===== src/rtl/gauss3x3_filter.sv =====
// gauss3x3_filter
//   3x3 Gaussian smoothing (1-2-1 / 2-4-2 / 1-2-1, divide by 16, round half up)
//   fed by a two-line row buffer. Emits one pixel per interior frame position,
//   in raster order. Border positions produce no output.
//   Optional macro FRAME_MARKERS_EN adds sof_out / eol_out frame markers.
//
//   Stream semantics: there is no backpressure. valid_in qualifies row0_in in
//   the beat cycle; row1_in/row2_in for that beat arrive one cycle later.
//   valid_out is a one-cycle pulse qualifying pix_out (and markers).
module gauss3x3_filter #(
  parameter int DATA_WIDTH = 8,
  parameter int IMG_WIDTH  = 32,
  parameter int IMG_HEIGHT = 32
) (
  input  logic                  clk,
  input  logic                  reset_n,
  input  logic                  valid_in,
  input  logic [DATA_WIDTH-1:0] row0_in,
  input  logic [DATA_WIDTH-1:0] row1_in,
  input  logic [DATA_WIDTH-1:0] row2_in,
  output logic                  valid_out,
  output logic [DATA_WIDTH-1:0] pix_out
`ifdef FRAME_MARKERS_EN
  ,
  output logic                  sof_out,
  output logic                  eol_out
`endif
);

  localparam int CW = (IMG_WIDTH  > 2) ? $clog2(IMG_WIDTH)  : 2;
  localparam int RW = (IMG_HEIGHT > 2) ? $clog2(IMG_HEIGHT) : 2;
  localparam int SW = DATA_WIDTH + 4;

  // Stage 0: input position counters and delayed current-row tap
  logic [CW-1:0]         r_in_col;
  logic [RW-1:0]         r_in_row;
  logic [DATA_WIDTH-1:0] r_r0_d;
  logic                  r_v1;
  logic [CW-1:0]         r_col1;
  logic [RW-1:0]         r_row1;

  // Stage 1: 3x3 window; first index = row (0 newest row), second = column (2 newest)
  logic [DATA_WIDTH-1:0] r_win [0:2][0:2];
  logic                  r_v2;
  logic [CW-1:0]         r_col2;
  logic [RW-1:0]         r_row2;

  // Stage 2: output registers
  logic                  r_valid_out;
  logic [DATA_WIDTH-1:0] r_pix_out;
  logic                  r_sof;
  logic                  r_eol;

  logic [SW-1:0]         w_sum;
  logic [SW-1:0]         w_rounded;
  logic [DATA_WIDTH-1:0] w_pix;
  logic                  w_emit;

  // Stage 0: register the current-row tap and tag it with its raster position
  always_ff @(posedge clk or negedge reset_n) begin
    if (!reset_n) begin
      r_in_col <= '0;
      r_in_row <= '0;
      r_r0_d   <= '0;
      r_v1     <= 1'b0;
      r_col1   <= '0;
      r_row1   <= '0;
    end else begin
      r_v1 <= valid_in;
      if (valid_in) begin
        r_r0_d <= row0_in;
        r_col1 <= r_in_col;
        r_row1 <= r_in_row;
        if (r_in_col == CW'(IMG_WIDTH - 1)) begin
          r_in_col <= '0;
          r_in_row <= (r_in_row == RW'(IMG_HEIGHT - 1)) ? '0 : r_in_row + RW'(1);
        end else begin
          r_in_col <= r_in_col + CW'(1);
        end
      end
    end
  end

  // Stage 1: shift the column triple into the window; stale columns are gated later
  always_ff @(posedge clk or negedge reset_n) begin
    if (!reset_n) begin
      for (int i = 0; i < 3; i++) begin
        for (int j = 0; j < 3; j++) begin
          r_win[i][j] <= '0;
        end
      end
      r_v2   <= 1'b0;
      r_col2 <= '0;
      r_row2 <= '0;
    end else begin
      r_v2 <= r_v1;
      if (r_v1) begin
        for (int i = 0; i < 3; i++) begin
          r_win[i][0] <= r_win[i][1];
          r_win[i][1] <= r_win[i][2];
        end
        r_win[0][2] <= r_r0_d;
        r_win[1][2] <= row1_in;
        r_win[2][2] <= row2_in;
        r_col2      <= r_col1;
        r_row2      <= r_row1;
      end
    end
  end

  // Weighted window sum with rounding; the result never exceeds DATA_WIDTH bits
  always_comb begin
    w_sum = SW'(r_win[0][0]) + (SW'(r_win[0][1]) << 1) + SW'(r_win[0][2])
          + (SW'(r_win[1][0]) << 1) + (SW'(r_win[1][1]) << 2) + (SW'(r_win[1][2]) << 1)
          + SW'(r_win[2][0]) + (SW'(r_win[2][1]) << 1) + SW'(r_win[2][2]);
    w_rounded = w_sum + SW'(8);
  end

  assign w_pix  = DATA_WIDTH'(w_rounded >> 4);
  assign w_emit = r_v2 && (r_col2 >= CW'(2)) && (r_row2 >= RW'(2));

  // Stage 2: emit only when the window covers a full interior neighbourhood
  always_ff @(posedge clk or negedge reset_n) begin
    if (!reset_n) begin
      r_valid_out <= 1'b0;
      r_pix_out   <= '0;
      r_sof       <= 1'b0;
      r_eol       <= 1'b0;
    end else begin
      r_valid_out <= w_emit;
      r_sof       <= w_emit && (r_row2 == RW'(2)) && (r_col2 == CW'(2));
      r_eol       <= w_emit && (r_col2 == CW'(IMG_WIDTH - 1));
      if (w_emit) begin
        r_pix_out <= w_pix;
      end
    end
  end

  assign valid_out = r_valid_out;
  assign pix_out   = r_pix_out;

`ifdef FRAME_MARKERS_EN
  assign sof_out = r_sof;
  assign eol_out = r_eol;
`else
  logic w_markers_unused;
  assign w_markers_unused = r_sof ^ r_eol;
`endif

endmodule


===== config.mk =====
export PLATFORM = sky130hd
export DESIGN_NAME = gauss3x3_filter
export DESIGN_NICKNAME = d
export VERILOG_FILES = /design/src/rtl/gauss3x3_filter.sv
export SDC_FILE = /design/constraint.sdc
export NUM_CORES = 1
export LEC_CHECK = 0
export BUFFER_PORTS_ARGS = -buffer_cell sky130_fd_sc_hd__buf_2
export CAP_MARGIN = 20
export CORE_MARGIN = 5
export CORE_UTILIZATION = 55
export DETAILED_ROUTE_END_ITERATION = 8
export PLACE_DENSITY = 0.75
export SLEW_MARGIN = 30
export SYNTH_ARGS = -nofsm -noshare
export SYNTH_HDL_FRONTEND = slang
export SYNTH_SLANG_ARGS = --single-unit

===== constraint.sdc =====
create_clock -name clk -period 12.1 [get_ports clk]
set_input_delay 1.21 -clock clk [delete_from_list [all_inputs] [get_ports clk]]
set_output_delay 1.21 -clock clk [all_outputs]
set_load 0.005 [all_outputs]

==> summary.txt <==
Final setup violation count -> 0
Tmin final -> 4.14 ns
CTS tree -> built
Crit-path slowest cell -> fa_1
Die W -> 118 µm
Max-Cap Viols -> 0
initial antenna violation count -> 0
share of layout cells above drive strength 1 -> 0.248
wirelength, routed -> 11.6 mm
TritonRoute pass-1 iters -> 4
syn_area_per_cell -> 12.0 µm²
Layout area overhead -> 14.2%
Worst Max-Slew Pin Slew -> 0.979 ns
Gate Count Post-Synth -> 533
delay-heaviest family, CP -> adder cells
CP Buf/Inv Count -> 4
CTS max path bufs -> 2
Setup crit end kind -> flip-flop
GPL Wtd Cong -> 0.864
row cnt -> 39
GRT overflow -> 0
RSZ-0062 raised after global routing -> no
Clock Skews -> 0.00596 ns
Yosys reg bits -> 117
clk_lat worst skew -> 0.41 ns
Reg area -> 2930 µm²
Synth cell types -> 48
final hold viol count -> 0
initial core utilization -> 0.562
share of the synthesized area in the top cell type -> 0.456
worst r2r src -> r_win[6]$_DFFE_PN0P_
Critical Path Stages -> 13
H-tree depth -> 4
path depth of the worst reg2reg path -> 13
sequential share of the synthesized area -> 0.456
Post-Syn Nets -> 635
RR Endpoint -> pix_out[7]$_DFFE_PN0P_
Fmax -> 241 MHz
# fillers -> 869
total setup buffers inserted after CTS -> 0
first-pass GRT wire length -> 20.5 mm
number of vias per cell -> 5.38
gr usage total -> 0.184
via count -> 3913
Critical Path Start -> r_win[6]$_DFFE_PN0P_
Worst path max stage delay -> 0.55 ns
dpl hpwl -> 8.51 mm
WL/cell -> 15.9 µm
DR iter-0 viols -> 182
Die H -> 118 µm
largest net degree at the start of global routing -> 89
Setup crit end -> pix_out[7]$_DFFE_PN0P_
die area -> 13900 µm²
Final TNS setup -> 0 ns
Rel. slew slack -> 0.339
status -> finished, final reports clean
CTS clock-pin slew for the worst setup and hold paths -> 0.05 ns
Slew Viols, Final -> 0
num ports -> 36
Mapped Area -> 6420 µm²
ANT nets after route -> 0
n_diodes -> 0
Hold Buf Count CTS -> 0
kind of critical path -> flip-flop to flip-flop
dominant cell type by area after synthesis -> dfrtp_1
CP arrival -> 4.42 ns
Req. time, crit path -> 12.38 ns
vias in the first global route -> 4309
Area contributors post-synth -> dfrtp_1, fa_1, mux2_2
part of the cycle the worst path needs -> 0.342
Worst Setup Start Kind -> flip-flop
IO Port Bufs -> 35
Hold WC Path Type -> flip-flop to flip-flop
CORE AREA -> 11400 µm²
TritonCTS Buffers -> 17
R2R Setup Slk -> 7.96 ns
CP Cell Sequence -> inv_1 > fa_1 > inv_1 > fa_1 > fa_1 > inv_1 > fa_1 > inv_1 > ha_1 > a21oi_1 > a21boi_0 > or3_1 > o311ai_2
footprint of the multi-input gates -> 3050 µm²
Worst Path Max Fanout -> 7
Nets -> 674
cts repair resizes -> 0
Syn. warnings -> 0
root buffer selected by CTS -> clkbuf_16
# clock sinks -> 117
DRC Markers -> 0
per-stage QoR:
stage | hold slack (ns) | setup WS [ns] | area [µm²] | std cells | utilization
floorplan | 0.352 | 8.15 | 6420 | 533 | -
global placement | 0.458 | 8.07 | 6710 | 696 | 0.588
detailed placement | 0.465 | 7.98 | 6710 | 696 | 0.588
CTS | 0.477 | 7.96 | 7330 | 728 | 0.642
global route | 0.503 | 7.72 | 7330 | 728 | 0.642
finish | 0.472 | 7.96 | 7330 | 728 | 0.642
synthesized netlist by cell type (all sizes together):
cell type and n:
mux2i 1, fa 53, o41ai 1, nor3b 1
inv 94, o211a 1, or3 1, ha 22
nor4 2, o211ai 7, o311ai 2, dfrtp 117
or4 5, a211o 3, a221oi 1, a2111o 1
xor2 1, o41a 1, a21boi 2, nand4 1
and3 4, nand3 5, o21a 3, nand2b 4
nor2 5, a21o 1, mux2 70, o22ai 1
a211oi 3, or4b 1, buf 6, a31oi 1
xnor2 1, o2111ai 1, nand4b 3, a21oi 8
nand2 44, o21ai 42, clkbuf 11, o311a 2
cell families (layout without fill, tap and decap cells):
| kind of cell | after synthesis | in the layout | synth area share |
|---|---|---|---|
| xor+xnor | 2 | 2 | 0.00273 |
| flops | 117 | 117 | 0.456 |
| compound gates | 81 | 81 | 0.0813 |
| mux | 71 | 71 | 0.124 |
| fa+ha+maj | 75 | 75 | 0.208 |
| buf+inv | 111 | 163 | 0.0686 |
| simple gates | 76 | 76 | 0.0589 |
worst min path at each step:
stage / cells past startpoint / from / to / slack, ns
finish: 2 / pix_out[0]$_DFFE_PN0P_ / pix_out[0]$_DFFE_PN0P_ / 0.47
global route: 2 / r_win[28]$_DFFE_PN0P_ / r_win[36]$_DFFE_PN0P_ / 0.50
CTS: 2 / pix_out[0]$_DFFE_PN0P_ / pix_out[0]$_DFFE_PN0P_ / 0.48
detailed placement: 2 / pix_out[0]$_DFFE_PN0P_ / pix_out[0]$_DFFE_PN0P_ / 0.47
global placement: 2 / pix_out[1]$_DFFE_PN0P_ / pix_out[1]$_DFFE_PN0P_ / 0.46
floorplan: 0 / r_v1$_DFF_PN0_ / r_v2$_DFF_PN0_ / 0.35
state kept, by name, summed over array words and instances, names as in the netlist:
name and flops:
r_win 72, pix_out 8, r_r0_d 8, r_in_col 5, r_in_row 5, r_col1 4, r_col2 4, r_row1 4
r_row2 4, r_v1 1, r_v2 1, valid_out 1
tightest hold or removal path, cell delays in order (launching register included):
cell	delay (ns)
dfrtp_1	0.33
nand2_1	0.05
o21ai_0	0.06
area by class of cell:
cell class | instances | area share
Timing Repair Buffer | 37 | 0.0263
Clock buffer | 23 | 0.0638
Multi-Input combinational cell | 305 | 0.416
Tap cell | 143 | 0.0244
Clock inverter | 9 | 0.0205
Inverter | 94 | 0.0488
Sequential cell | 117 | 0.400
layout by cell type, fill, tap and decap left out, types with 2 or more instances in the layout:
cell type and n:
nor4_1 2, nand2_1 43, a211o_1 3, inv_1 93, buf_4 3, nor2_1 5
buf_2 34, clkbuf_1 4, bufinv_16 4, o211ai_1 7, clkbuf_8 2, or4_1 3
o311a_2 2, o21ai_0 42, a211oi_1 2, and3_1 4, a21boi_0 2, a21oi_1 8
fa_1 53, clkinv_2 3, clkbuf_16 17, o21a_1 3, clkinvlp_4 2, nand3_1 5
nand4b_1 3, ha_1 22, dfrtp_1 116, nand2b_1 4, mux2_2 70
routing by layer:
layer	GRT usage	up-vias	routed length, µm	share of wire
met3	0.0505	21	461	0.040
met5	0	-	0	0
li1	-	1849	-	-
met2	0.295	62	5680	0.49
met4	0.0781	0	219	0.019
met1	0.236	1981	5210	0.45
Power is not shown: default switching activity piles up to over one toggle a cycle in this logic, so the estimate is an artifact.
